### src/rtl/c_seq.sv
// c_seq: multi-cycle admission controller for unary / thermometer codes.
// A W-bit vector is accepted in IDLE, scanned LSB-first B bits per cycle in
// SCAN while the number of 0/1 transitions (saturating at 2) and the number
// of ones are accumulated, and the verdict plus code length is presented in
// DONE until the consumer accepts it.
module c_seq #(
    parameter int W                     = 16,
    parameter int B                     = 4,
    parameter int P_ADMIT_COMPLIMENT_EN = 1
) (
    input  logic                   i_clk,
    input  logic                   i_rst,
    input  logic                   i_in_vld,
    input  logic [W-1:0]           i_in_x,
    output logic                   o_in_rdy,
    output logic                   o_out_vld,
    input  logic                   i_out_rdy,
    output logic                   o_out_is_unary,
    output logic                   o_out_is_compliment,
    output logic [$clog2(W+1)-1:0] o_out_len,
    output logic                   o_busy
);

    // Width of the length / ones counter, number of chunks, chunk counter
    // width, and the width used to add up transitions without overflow.
    localparam int LW   = $clog2(W + 1);
    localparam int NCH  = W / B;
    localparam int CNTW = (NCH > 1) ? $clog2(NCH) : 1;
    localparam int SW   = $clog2(W + 3);

    localparam logic COMP_EN = (P_ADMIT_COMPLIMENT_EN != 0);

    typedef enum logic [1:0] {
        IDLE = 2'd0,
        SCAN = 2'd1,
        DONE = 2'd2
    } state_t;

    state_t state;
    state_t state_next;

    // Scan datapath state.
    logic [W-1:0]    shift_reg;
    logic [CNTW-1:0] chunk_cnt;
    logic [1:0]      trans_cnt;
    logic [LW-1:0]   ones_cnt;
    logic            prev_msb;
    logic            x_lsb;
    logic            x_msb;

    // Registered result presented during DONE.
    logic            res_unary;
    logic            res_comp;
    logic [LW-1:0]   res_len;

    // Combinational per-chunk values.
    logic [B-1:0]    chunk;
    logic [SW-1:0]   chunk_edges;
    logic [SW-1:0]   trans_sum;
    logic [1:0]      trans_next;
    logic [LW-1:0]   ones_next;
    logic            last_chunk;
    logic            verdict_unary;
    logic [LW-1:0]   verdict_len;

    // Count the edges in the current chunk (including the seam to the
    // previous chunk's MSB), saturate the running transition count at 2 and
    // accumulate the ones.
    always_comb begin
        chunk       = shift_reg[B-1:0];
        chunk_edges = '0;
        for (int i = 0; i < B - 1; i++) begin
            chunk_edges = chunk_edges + SW'(chunk[i] ^ chunk[i+1]);
        end
        if (chunk_cnt != '0) begin
            chunk_edges = chunk_edges + SW'(prev_msb ^ chunk[0]);
        end
        trans_sum  = SW'(trans_cnt) + chunk_edges;
        trans_next = (trans_sum >= SW'(2)) ? 2'd2 : trans_sum[1:0];
        ones_next  = ones_cnt;
        for (int i = 0; i < B; i++) begin
            ones_next = ones_next + LW'(chunk[i]);
        end
        last_chunk = (chunk_cnt == CNTW'(NCH - 1));
    end

    // Final verdict from the transition count and the two end bits: zero
    // transitions is all-zeros (standard) or all-ones (complement only);
    // one transition is a standard code when it starts with ones and a
    // complemented code when it starts with zeros.
    always_comb begin
        verdict_unary = ((trans_next == 2'd0) & ~x_lsb)
                      | ((trans_next == 2'd0) &  x_lsb & COMP_EN)
                      | ((trans_next == 2'd1) &  x_lsb & ~x_msb)
                      | ((trans_next == 2'd1) & ~x_lsb &  x_msb & COMP_EN);
        verdict_len   = '0;
        if (verdict_unary) begin
            verdict_len = x_msb ? (LW'(W) - ones_next) : ones_next;
        end
    end

    // State register; reset discards any transaction in flight.
    always_ff @(posedge i_clk) begin
        if (i_rst) begin
            state <= IDLE;
        end else begin
            state <= state_next;
        end
    end

    // Next-state logic: IDLE -> SCAN on a request, SCAN -> DONE after the
    // last chunk, DONE -> IDLE once the result is taken.
    always_comb begin
        state_next = state;
        case (state)
            IDLE: if (i_in_vld)   state_next = SCAN;
            SCAN: if (last_chunk) state_next = DONE;
            DONE: if (i_out_rdy)  state_next = IDLE;
            default:              state_next = IDLE;
        endcase
    end

    // Handshake and result outputs; ready is suppressed while reset is held
    // so no request looks accepted during the reset cycle.
    always_comb begin
        o_in_rdy            = (state == IDLE) & ~i_rst;
        o_out_vld           = (state == DONE);
        o_busy              = (state != IDLE);
        o_out_is_unary      = res_unary;
        o_out_is_compliment = res_comp;
        o_out_len           = res_len;
    end

    // Scan datapath: capture the vector on accept, consume one chunk per
    // SCAN cycle, and latch the verdict when the last chunk is consumed so
    // the result stays frozen throughout DONE.
    always_ff @(posedge i_clk) begin
        if (i_rst) begin
            shift_reg <= '0;
            chunk_cnt <= '0;
            trans_cnt <= '0;
            ones_cnt  <= '0;
            prev_msb  <= 1'b0;
            x_lsb     <= 1'b0;
            x_msb     <= 1'b0;
            res_unary <= 1'b0;
            res_comp  <= 1'b0;
            res_len   <= '0;
        end else begin
            case (state)
                IDLE: begin
                    if (i_in_vld) begin
                        shift_reg <= i_in_x;
                        chunk_cnt <= '0;
                        trans_cnt <= '0;
                        ones_cnt  <= '0;
                        prev_msb  <= 1'b0;
                        x_lsb     <= i_in_x[0];
                        x_msb     <= i_in_x[W-1];
                        res_unary <= 1'b0;
                        res_comp  <= 1'b0;
                        res_len   <= '0;
                    end
                end
                SCAN: begin
                    shift_reg <= shift_reg >> B;
                    chunk_cnt <= chunk_cnt + CNTW'(1);
                    trans_cnt <= trans_next;
                    ones_cnt  <= ones_next;
                    prev_msb  <= chunk[B-1];
                    if (last_chunk) begin
                        res_unary <= verdict_unary;
                        res_comp  <= COMP_EN & x_msb;
                        res_len   <= verdict_len;
                    end
                end
                default: begin
                end
            endcase
        end
    end

endmodule

### config.mk
export PLATFORM = sky130hd
export DESIGN_NAME = c_seq
export DESIGN_NICKNAME = d
export VERILOG_FILES = /design/src/rtl/c_seq.sv
export SDC_FILE = /design/constraint.sdc
export NUM_CORES = 1
export LEC_CHECK = 0
export CAP_MARGIN = 5
export CORE_ASPECT_RATIO = 0.7
export CORE_UTILIZATION = 35
export CTS_BUF_LIST = sky130_fd_sc_hd__clkbuf_4 sky130_fd_sc_hd__clkbuf_8
export CTS_CLUSTER_DIAMETER = 50
export DETAILED_ROUTE_END_ITERATION = 16
export PLACE_DENSITY = 0.64
export SYNTH_ARGS = -nofsm -noshare
export SYNTH_HDL_FRONTEND = slang
export SYNTH_SLANG_ARGS = --single-unit
export TNS_END_PERCENT = 20
### constraint.sdc
create_clock -name i_clk -period 5.4 [get_ports i_clk]
set_input_delay 1.08 -clock i_clk [delete_from_list [all_inputs] [get_ports i_clk]]
set_output_delay 1.08 -clock i_clk [all_outputs]
set_load 0.03 [all_outputs]
======== Word level (Yosys, flattened, before mapping) ========
Cells that the tools add are included.
cells by class
  $lt $le $gt $ge ......................... 1
  reductions and logical operators ........ 9
  eq/ne operators ......................... 7
  divide/modulo/power cells ............... 0
  add/subtract/negate cells ............... 10
  multiplexer cells ....................... 23
  shift operators ......................... 0
  bitwise logic cells ..................... 17
  $mul .................................... 0
operators with widths
  cell                                                 count
  one-hot mux 16 bit (2 select lines)                  1
  adder 5 x 1 -> 5 bit                                 4
  two-way mux 5 bit                                    4
  one-hot mux 5 bit (2 select lines)                   2
  two-way mux 16 bit                                   1
  two-way mux 2 bit                                    5
  one-hot mux 2 bit (2 select lines)                   2
  AND 1 bit                                            7
  one-hot mux 1 bit (2 select lines)                   3
  one-hot mux 2 bit (3 select lines)                   1
  AND reduction 3 bit                                  2
  nonzero test 2 bit                                   3
  adder 2 x 5 -> 5 bit                                 1
  >= comparator 5 x 2 -> 1 bit, second input constant  1
  subtractor 5 bit, first input constant               1
  adder 3 x 1 -> 4 bit                                 1
  == test 2 x 1 -> 1 bit, second input constant        2
  == test 2 bit, second input constant                 2
  logical NOT 2 bit                                    2
  two-way mux 4 bit                                    1
  inequality test 2 bit, second input constant         2
  AND reduction 2 bit                                  2
  XOR 1 bit                                            4
  adder 2 x 1 -> 3 bit                                 1
  6 further kinds                                      12
word-level totals
  bits in latches ......................... 0
  word-level logic and storage cells ...... 78
  bits in registers ....................... 37
  memories ................................ 0
  bits of input ports ..................... 20
  output and inout port bits .............. 10
  memory bits (writable) .................. 0
  ROM bits ................................ 0

======== Longest topological paths before layout ========
  depth after elaboration ................. 16
  depth in mapped cells ................... 14
  depth with buffers taken out ............ 14

======== Worst setup path after synthesis ========
Ideal clock, no wire load.
  kind .................................... input to output
  from .................................... input i_rst
  to ...................................... output o_in_rdy
  data required time ...................... 4.320 ns
  slack ................................... 2.513 ns
  path buffers ............................ 2
  arrival time ............................ 1.807 ns
  cell stages on the path ................. 3
  path through ............................ buf_4 buf_4 nor2_1
on the way
  longest elaborated chain between the ends .. 2
RTL lines
  what             line  source
  start, declared  12    input logic i_rst,
  NOT 1 bit        126   o_in_rdy = (state == IDLE) & ~i_rst;
  AND 1 bit        126
  end, declared    15    output logic o_in_rdy,
Every way passes these cells.

======== Worst setup path in the final report ========
Same ends and word-level chain as after synthesis.

==> results.tsv <==
stage	metric	value	unit
floorplanning	effective utilization at floorplan	37.7	%
cts	Clk pin slew, worst setup/hold paths	0.07	ns
floorplanning	die height	65.9	µm
synthesis	syn_nets	269	
detailed_routing	Routed Antenna Nets	0	
cells_and_area	share of layout cells above drive strength 1	10.0	%
synthesis	Synth Flop Type	dfxtp_1	
synthesis	Post-Syn Area	0.00204	mm²
timing	Hold Fails Final Rpt	0	
synthesis	Yosys reg bits	37	
floorplanning	Core Box Area	0.00542	mm²
timing	max-slew violations	0	
global_routing	GRT Util Overall	15.1	%
floorplanning	Boundary Pins	30	
worst_setup_path	Req. time, crit path	4.32	ns
timing	worst hold slack	0.461	ns
pwr	P_int	0.000512	W
synthesis	Netlist cell types	39	
placement	IO Port Bufs	29	
cts	Worst-Skew Late Latency	0.30	ns
floorplanning	Die Wd	93.3	µm
detailed_routing	Residual DRC	0	
timing	clock skew	0.0132	ns
floorplanning	# rows	22	
synthesis	EDFF count, synth	0	
synthesis	Post-synth top cells	dfxtp_1 (37), nand2_1 (37), nor2_1 (28), a21oi_1 (17), inv_1 (13)	
cts	post-CTS setup repair buffer count	0	
cts	H-tree depth	2	
worst_setup_path	worst setup path class	input pin to output pin	
pwr	pwr/cell area	286	mW/mm²
cts	CTS buffer count	5	
synthesis	share of the synthesized area in the top cell type	36.3	%
cells_and_area	ANT cells	0	
detailed_routing	vias per std cell	4.90	
run_status	outcome	finished, final reports clean	
detailed_routing	WL per Instance	12.5	µm
global_routing	first-pass GRT wire length	7120	µm
cells_and_area	area delta synth->final	21.1	%
pwr	sequential share of power	42.9	%
cells_and_area	Register Area	741	µm²
floorplanning	die area	0.00615	mm²
cells_and_area	fillers	537	
pwr	Clk pwr share	35.9	%
timing	fmax	290	MHz
timing	measured slew at the worst slew-check pin	0.854	ns
synthesis	cell taking the most area after synthesis	dfxtp_1	
cells_and_area	max FFs per register	16	
cts	clk buf depth	2	
synthesis	Post-Synthesis Cells	235	
cts	CTS sink count	37	
timing	Rel. slew slack	43.0	%
pwr	switching pwr	0.000195	W
worst_setup_path	startpoint class of the critical path	input pin	
timing	unrepaired setup endpoints after global routing	false	
pwr	sw frac	27.6	%
hold_path	Hold Crit Class	flip-flop to flip-flop	
placement	hpwl dp	2920	µm
synthesis	Synth Warn #	0	
pwr	Gate power share	21.2	%
cts	post-cts sizing count	0	
worst_setup_path	CP endpoint kind	output pin	
synthesis	Async SR Flop Fraction	0	%
timing	shortest period the worst path allows	3.45	ns
cts	hold buffer count at cts	0	
synthesis	post-synthesis sequential area ratio	36.3	%
global_routing	initial antenna violation count	0	
global_routing	total gr overflow	0	
detailed_routing	drt total wl	4150	µm
timing	final setup vio count	0	
global_routing	number of global-route vias before repair	1508	
pwr	VDD IR max	0.108	mV
synthesis	Area contributors post-synth	dfxtp_1 (36%), nand2_1 (6.8%), ha_1 (6.1%), nor2_1 (5.1%), a21oi_1 (4.2%)	
worst_setup_path	Arrival @ worst endpoint	2.37	ns
timing	setup TNS	0	ns
timing	Tcrit/Tclk final	63.8	%
cts	CTS root buffer	clkbuf_8	
synthesis	Avg Inst Size Synth	8.69	µm²
detailed_routing	drt first pass iters	4	
run	max_cap viols	0	
cts	TritonCTS clock tree	done	
cells_and_area	area occupied by multi-input gates	0.00117	mm²
placement	RePlAce Congestion	0.783	
detailed_routing	via count	1626	
pwr	leakage power	0.967	nW
worst_setup_path	critical-path maximum fanout	2	
cells_and_area	Nets	293	
detailed_routing	initial DRC count	91	
global_routing	largest net degree at the start of global routing	40	
## routing by layer
layer | track usage [%] | vias up | wire length [µm] | share of wire [%]
met1 | 20.5 | 737 | 2100 | 51
li1 | - | 842 | - | -
met2 | 23.2 | 40 | 1770 | 43
met5 | 0 | - | 0 | 0
met4 | 6.35 | 0 | 66 | 1.6
met3 | 3.45 | 7 | 205 | 4.9
## cell families (layout without fill, tap and decap cells)
logic type	after synthesis	in the layout	share of synthesized area, %
AND/OR/NAND/NOR	96	96	21.9
adder cells (fa/ha/maj)	14	14	10.0
multiplexers	3	3	1.53
XOR/XNOR	10	10	5.39
buffers and inverters	27	52	6.55
flip-flops	37	37	36.3
AO/OA/AOI/OAI	48	48	18.3
## cells in the final DEF (no fill, tap or decap), types with 2 or more instances in the layout
| cell type | count |
|---|---|
| a311oi_1 | 7 |
| nand2_1 | 37 |
| nand2b_1 | 2 |
| nand3b_1 | 3 |
| a31oi_1 | 4 |
| nor2b_1 | 7 |
| o21ai_1 | 2 |
| o21ai_0 | 3 |
| mux2i_1 | 2 |
| nor2_2 | 3 |
| a2bb2oi_1 | 4 |
| inv_1 | 13 |
| buf_4 | 2 |
| xor2_1 | 6 |
| fa_1 | 4 |
| xnor2_1 | 2 |
| clkdlybuf4s50_1 | 29 |
| a311oi_2 | 4 |
| ha_1 | 10 |
| nor2_1 | 28 |
| clkbuf_8 | 6 |
| dfxtp_1 | 37 |
| a21oi_1 | 17 |
| nand3_1 | 12 |
## worst max-delay path: stages
cell and delay (ns):
clkdlybuf4s50_1 0.48, nor2_1 0.13, clkdlybuf4s50_1 0.67
## area by class of cell
type                    count  share of cell area (%)
clock buffers               7                    3.64
multi-input cells         171                    47.2
well taps                  72                    3.64
clock inverters             1                    1.21
repair buffers             31                    12.3
inverters                  13                    1.97
flip-flops and latches     37                    29.9
## power groups by stage
stage	clock network [W]	registers (W)	logic (W)
after floorplan	0	0.000305	0.000116
after global placement	0	0.000308	0.000149
after detailed placement	0	0.000309	0.000152
after CTS	0.000258	0.000303	0.000153
after global routing	0.000272	0.000305	0.000173
final	0.000254	0.000303	0.000150
## worst paths after layout
| kind | startpoint | endpoint | slack, ns | cells after the start |
|---|---|---|---|---|
| max | i_rst | o_in_rdy | 1.95 | 3 |
| min | o_out_is_unary$_SDFFE_PP0P_ | o_out_is_unary$_SDFFE_PP0P_ | 0.46 | 2 |
| max reg2reg | shift_reg[0]$_SDFFE_PP0P_ | o_out_len[2]$_SDFFE_PP0P_ | 2.28 | 14 |
| min reg2reg | o_out_is_unary$_SDFFE_PP0P_ | o_out_is_unary$_SDFFE_PP0P_ | 0.46 | 2 |
## through the flow
stage	std cells	instance area [µm²]	util, %	worst slack (ns)	total power, W
global route	332	2470	45.6	1.91	0.000750
finish	332	2470	45.6	1.95	0.000706
global placement	324	2350	43.4	1.95	0.000457
detailed placement	324	2350	43.4	1.95	0.000461
floorplan	235	2040	-	2.51	0.000421
CTS	332	2470	45.6	1.95	0.000714
(Power assumes the default switching activity.)
